[src/rtl/contador_2b_pkg.sv]
// Shared constants for the 2-bit up/down counter.
// Holds the counter width and its maximum (wrap) value.
package contador_2b_pkg;

  localparam int CNT_W = 2;

  localparam logic [CNT_W-1:0] CNT_MAX = 2'd3;

  localparam logic [CNT_W-1:0] CNT_ONE = 2'd1;

endpackage

[src/rtl/contador_2b_sync_2ff.sv]
// Two-flop synchronizer for one asynchronous control bit.
// Ports: clk, rst (sync, active-high), d (async in), q (synced out).
module sync_2ff (
  input  logic clk,
  input  logic rst,
  input  logic d,
  output logic q
);

  logic meta;

  always_ff @(posedge clk) begin
    if (rst) begin
      meta <= 1'b0;
      q    <= 1'b0;
    end else begin
      meta <= d;
      q    <= meta;
    end
  end

endmodule

[src/rtl/contador_2b.sv]
// 2-bit up/down counter with synchronized enables and wrap pulse.
// Ports: clk, rst, up, down in; numero (count), desborde (wrap) out.
module contador_2b
  import contador_2b_pkg::*;
(
  input  logic             clk,
  input  logic             rst,
  input  logic             up,
  input  logic             down,
  output logic [CNT_W-1:0] numero,
  output logic             desborde
);

  logic up_s;
  logic down_s;
  logic inc;
  logic dec;

  sync_2ff u_sync_up (
    .clk (clk),
    .rst (rst),
    .d   (up),
    .q   (up_s)
  );

  sync_2ff u_sync_down (
    .clk (clk),
    .rst (rst),
    .d   (down),
    .q   (down_s)
  );

  // Both enables together cancel out into a hold.
  assign inc = up_s & ~down_s;
  assign dec = down_s & ~up_s;

  always_ff @(posedge clk) begin
    if (rst) begin
      numero   <= '0;
      desborde <= 1'b0;
    end else begin
      unique case (1'b1)
        inc: begin
          numero   <= numero + CNT_ONE;
          desborde <= (numero == CNT_MAX);
        end
        dec: begin
          numero   <= numero - CNT_ONE;
          desborde <= (numero == '0);
        end
        default: begin
          desborde <= 1'b0;
        end
      endcase
    end
  end

endmodule

[config.mk]
export PLATFORM = sky130hd
export DESIGN_NAME = contador_2b
export DESIGN_NICKNAME = d
export VERILOG_FILES = /design/src/rtl/contador_2b_pkg.sv /design/src/rtl/contador_2b_sync_2ff.sv /design/src/rtl/contador_2b.sv
export SDC_FILE = /design/constraint.sdc
export NUM_CORES = 1
export LEC_CHECK = 0
export CORE_AREA = 10 10 47 49
export DETAILED_ROUTE_END_ITERATION = 7
export DIE_AREA = 0 0 57 59
export GPL_TIMING_DRIVEN = 0
export PLACE_DENSITY = 0.39
export SLEW_MARGIN = 20
export SYNTH_ARGS = -nofsm -noshare
export SYNTH_HDL_FRONTEND = slang
export SYNTH_SLANG_ARGS = --single-unit
[constraint.sdc]
create_clock -name clk -period 1.4 [get_ports clk]
set_input_delay 0.14 -clock clk [delete_from_list [all_inputs] [get_ports clk]]
set_output_delay 0.14 -clock clk [all_outputs]
set_load 0.005 [all_outputs]
==> After elaboration in Yosys (flattened, before gate mapping) <==
Index checks and enable logic that the tools add are counted.
{ "word_totals": {"output_inout_bits": 3, "wordCells": 17, "input_bits": 4, "register_bits": 7} }
{ "op_classes": {"addsub": 2, "mux": 2, "n_reduce_logical": 2, "n_eq_ne": 1, "bitwise_logic": 4} }
{ "op_table": {"columns": ["cell", "count"], "rows": [
  ["2-bit one-hot mux with 2 select lines", 1],
  ["2-bit by 1-bit adder with 2-bit output, second input constant", 1],
  ["1-bit bitwise AND", 2],
  ["2-bit equality test, second input constant", 1],
  ["2-bit logical NOT", 1],
  ["1-bit inverter", 2],
  ["1-bit one-hot mux with 2 select lines", 1],
  ["2-bit nonzero test", 1],
  ["2-bit by 1-bit subtractor with 2-bit output, second input constant", 1]
]} }

==> Depth between registers and ports, before layout <==
{ "logic_depth": {"word_depth": 3, "depth_mapped": 5, "depth_no_buf": 5} }

==> Hierarchy <==
From an unflattened synthesis, not the netlist that was laid out.
{ "hier_totals": {"hier_cells": 24, "area_unflattened_um2": 254.0} }
{ "by_module_without_submodules": {"columns": ["module", "area_per_inst_um2", "cells_each", "seq_area_each_um2", "n_inst"], "rows": [
  ["contador_2b", 148.9, 16, 60.1, 1],
  ["sync_2ff", 52.6, 4, 40.0, 2]
]} }

==> Worst setup path before layout <==
No wires, ideal clock.
{ "synth_path": {"path_type": "reg2reg", "from": "reg u_sync_down.q", "to": "reg numero[1]", "path_stages_with_launch": 5, "arrival_time_ps": 1155, "synth_period_minus_slack_ps": 1225, "n_path_buf": 0, "path_slack_ps": 175, "t_required_ps": 1330, "setup_time_ps": 70, "path_cell_list": "dfxtp_1 > inv_1 > ha_1 > or3_1 > a21oi_1"} }
{ "synth_via": {"elab_chain_cells": 3, "word_cells_on_any_way": 5, "classes_between": "mux (1); bitwise (3); reduce/logical (1)"} }
{ "synth_lines": {"columns": ["element", "line_no", "rtl"], "rows": [
  ["from (decl)", "contador_2b_sync_2ff.sv:7", "output logic q"],
  ["from (signal assigned)", "contador_2b_sync_2ff.sv:18", "q <= meta;"],
  ["1-bit inverter", "contador_2b.sv:34", "assign inc = up_s & ~down_s;"],
  ["1-bit bitwise AND", "contador_2b.sv:34", null],
  ["2-bit one-hot mux with 2 select lines or 2-bit nonzero test (tied branches)", null, null],
  ["to (signal assigned)", "contador_2b.sv:44", "numero <= numero + CNT_ONE;"],
  ["to (signal assigned)", "contador_2b.sv:48", "numero <= numero - CNT_ONE;"],
  ["to (decl)", "contador_2b.sv:10", "output logic [CNT_W-1:0] numero,"]
]} }
Parallel ways exist; a longest one is shown, timed or not.
A chain may end at the register's enable or synchronous reset.

==> Worst setup path in the final report <==
Same ends and word-level chain as after synthesis.

==> impl_results.md <==
* Worst setup SP type: flip-flop
* Seq/Total Area, Yosys at 55.2%
* Max clock buf depth at 2
* RR Startpoint: u_sync_down.q
* I/O Pins at 7
* Gpl congestion at 0.632
* Power Dens Cells at 1250 nW/um^2
* R2R setup slack at 0.09 ns
* # diodes at 0
* Post-Route WL at 477 um
* DR DRC count at 0
* Worst setup path endpoint: numero[1]
* Yosys warning total at 0
* Flop pwr share at 48.5%
* Via density at 3.98
* Hold buffers post-CTS at 0
* Total core area at 1400 um^2
* Clk pwr share at 41.6%
* Area grow syn2layout at 42.4%
* CP Max Fanout at 4
* Post-synth top flop: dfxtp_1
* Initial core utilization at 18.1%
* Cell area after synthesis at 254 um^2
* Hold slack at 0.435 ns
* RSZ-0062 raised after global routing: false
* Leakage at 0.134 nW
* Final-stage net count at 41
* Initial antenna violation count at 0
* H-tree Lvls at 1
* Yosys reg bits at 7
* Synth area leaders: dfxtp_1 55%, ha_1 9.9%, nor2b_1 9.9%
* Worst Setup End Kind: flip-flop
* Dpl cells at 46
* Reg2Reg Capture Point: numero[1]
* Tot GR Track Use at 3.45%
* Final core occ at 25.8%
* Worst-path clk slew at 0.05 ns
* Switching Fraction at 23.0%
* Worst skew pair latency at 0.25 ns
* Share of cells above drive strength 1 at 11.8%
* Sw Pwr at 0.000104 W
* Initial DRC count at 1
* Worst-Margin Slew at 0.264 ns
* Post-synthesis area per instance at 10.6 um^2
* Number of placement rows at 14
* Max-slew violations at 0
* CTS Sinks at 7
* CP arrival at 1.49 ns
* Internal at 0.000348 W
* Clock Skew at 0.00325 ns
* CP Data Required Time at 1.58 ns
* Largest net degree at the start of global routing at 8
* Placed inst area at 334 um^2
* Hold Fails Final Rpt at 0
* First-pass GRT wire length at 821 um
* Post-synth top area cell: dfxtp_1
* IO Port Bufs at 6
* GR Overflow Total at 0
* Post-route ant nets at 0
* Status: finished clean
* Post-synth EDFFs at 0
* First-pass detailed-route iteration total at 2
* Worst hold path class: input port to flip-flop
* Fmax at 763 MHz
* Vias at 199
* Most frequent cells after synthesis: 7 x dfxtp_1, 4 x nor2b_1, 2 x ha_1, 2 x inv_1
* Reg2Reg Depth at 4
* Tcrit/Tclk final at 93.6%
* Die H at 59 um
* Async SR Flop Fraction at 0%
* Non-Filler Instances at 50
* Die Width at 57 um
* Kind of critical path: flip-flop to flip-flop
* Number of max-cap violations at 0
* Die area at 3360 um^2
* Max_slew headroom at 82.4%
* Endpoints failing setup at 0
* Max VDD drop at 0.294 mV
* Root Driver: clkbuf_4
* Setup TNS at 0 ns
* Minimum clock period at 1.31 ns
* CTS tree: yes
* Synth top area share at 55.2%
* Gate Count Post-Synth at 24
* Crit path launch: u_sync_down.q
* # Post-CTS Setup Buffers at 0
* Number of global-route vias before repair at 209
* Synthesized Nets at 30
* Combinational Power Share at 9.9%
* Design area at 362 um^2
* Num CTS Buffers at 3
* Distinct cells, synth at 13
* Top-count cell post-synth: dfxtp_1
* Drt wl/cell at 9.54 um
sequential cells by signal (all words and copies together) (netlist names):
signal / flops
u_sync_down.q: 1
u_sync_up.q: 1
u_sync_down.meta: 1
desborde: 1
u_sync_up.meta: 1
numero: 2
critical path, cell delays in order (launching register included):
cell and delay, ns:
dfxtp_1 0.33, inv_1 0.05, ha_1 0.34, or3_1 0.39, a21oi_1 0.14
layout by cell type, fill, tap and decap left out, drive strengths merged:
| master | instances |
|---|---|
| or3 | 1 |
| a31oi | 1 |
| nor3b | 1 |
| dfxtp | 7 |
| ha | 2 |
| nor2b | 4 |
| clkdlybuf4s50 | 6 |
| a21oi | 1 |
| clkbuf | 4 |
| o21ai | 1 |
| xor2 | 1 |
| nor3 | 1 |
| inv | 2 |
| nor2 | 1 |
| xnor2 | 1 |
worst min-delay path by stage:
stage                                  end  slack [ns]           start  depth (start not counted)
after global routing      u_sync_down.meta        0.44            down                          2
after floorplan                  numero[1]        0.21             rst                          1
after detailed placement       u_sync_up.q        0.43  u_sync_up.meta                          1
after global placement         u_sync_up.q        0.42  u_sync_up.meta                          1
after CTS                 u_sync_down.meta        0.43            down                          2
final                     u_sync_down.meta        0.43            down                          2
cell type report:
| type | count | area (um^2) |
|---|---|---|
| clock buffers | 4 | 26.3 |
| fillers | 170 | 1040 |
| inverters | 2 | 7.51 |
| multi-input cells | 15 | 106 |
| flip-flops and latches | 7 | 141 |
| well taps | 16 | 20.0 |
| repair buffers | 6 | 60.1 |
timing repair:
item / 4_1_cts / 5_1_grt
endpoints found under the setup margin: 0 / 1
gates resized for setup: 0 / 1
endpoints found under the hold margin: 0 / 0
power groups by stage:
stage	combinational (W)	sequential, W	clock, W
finish	0.0000449	0.000219	0.000188
global route	0.0000503	0.000221	0.000210
CTS	0.0000456	0.000219	0.000193
detailed placement	0.0000453	0.000223	0
global placement	0.0000440	0.000222	0
floorplan	0.0000206	0.000222	0
through the flow:
| step | setup WS, ns | total power, W |
|---|---|---|
| after floorplan | 0.175 | 0.000242 |
| after global placement | 0.122 | 0.000266 |
| after detailed placement | 0.0986 | 0.000268 |
| after CTS | 0.0284 | 0.000457 |
| after global routing | 0.0102 | 0.000482 |
| final | 0.0902 | 0.000452 |
layer usage:
layer | track usage, % | vias to the layer above | routed length, um
met2 | 4.19 | 9 | 183
met3 | 2.58 | 3 | 25
met5 | 0 | - | 0
met1 | 3.07 | 89 | 245
li1 | - | 98 | -
met4 | 5.03 | 0 | 21
logic make-up (layout without fill, tap and decap cells):
family	count (synthesis)	count (layout)	synth area share, %
xor gates and xnor gates	2	2	6.90
AOI/OAI and AO/OA	3	3	6.40
DFF	7	7	55.2
buffers and inverters	2	12	2.96
and+or+nand+nor	8	8	18.7
adders and majority gates	2	2	9.85
No activity file was read; power rests on OpenSTA's default activity.
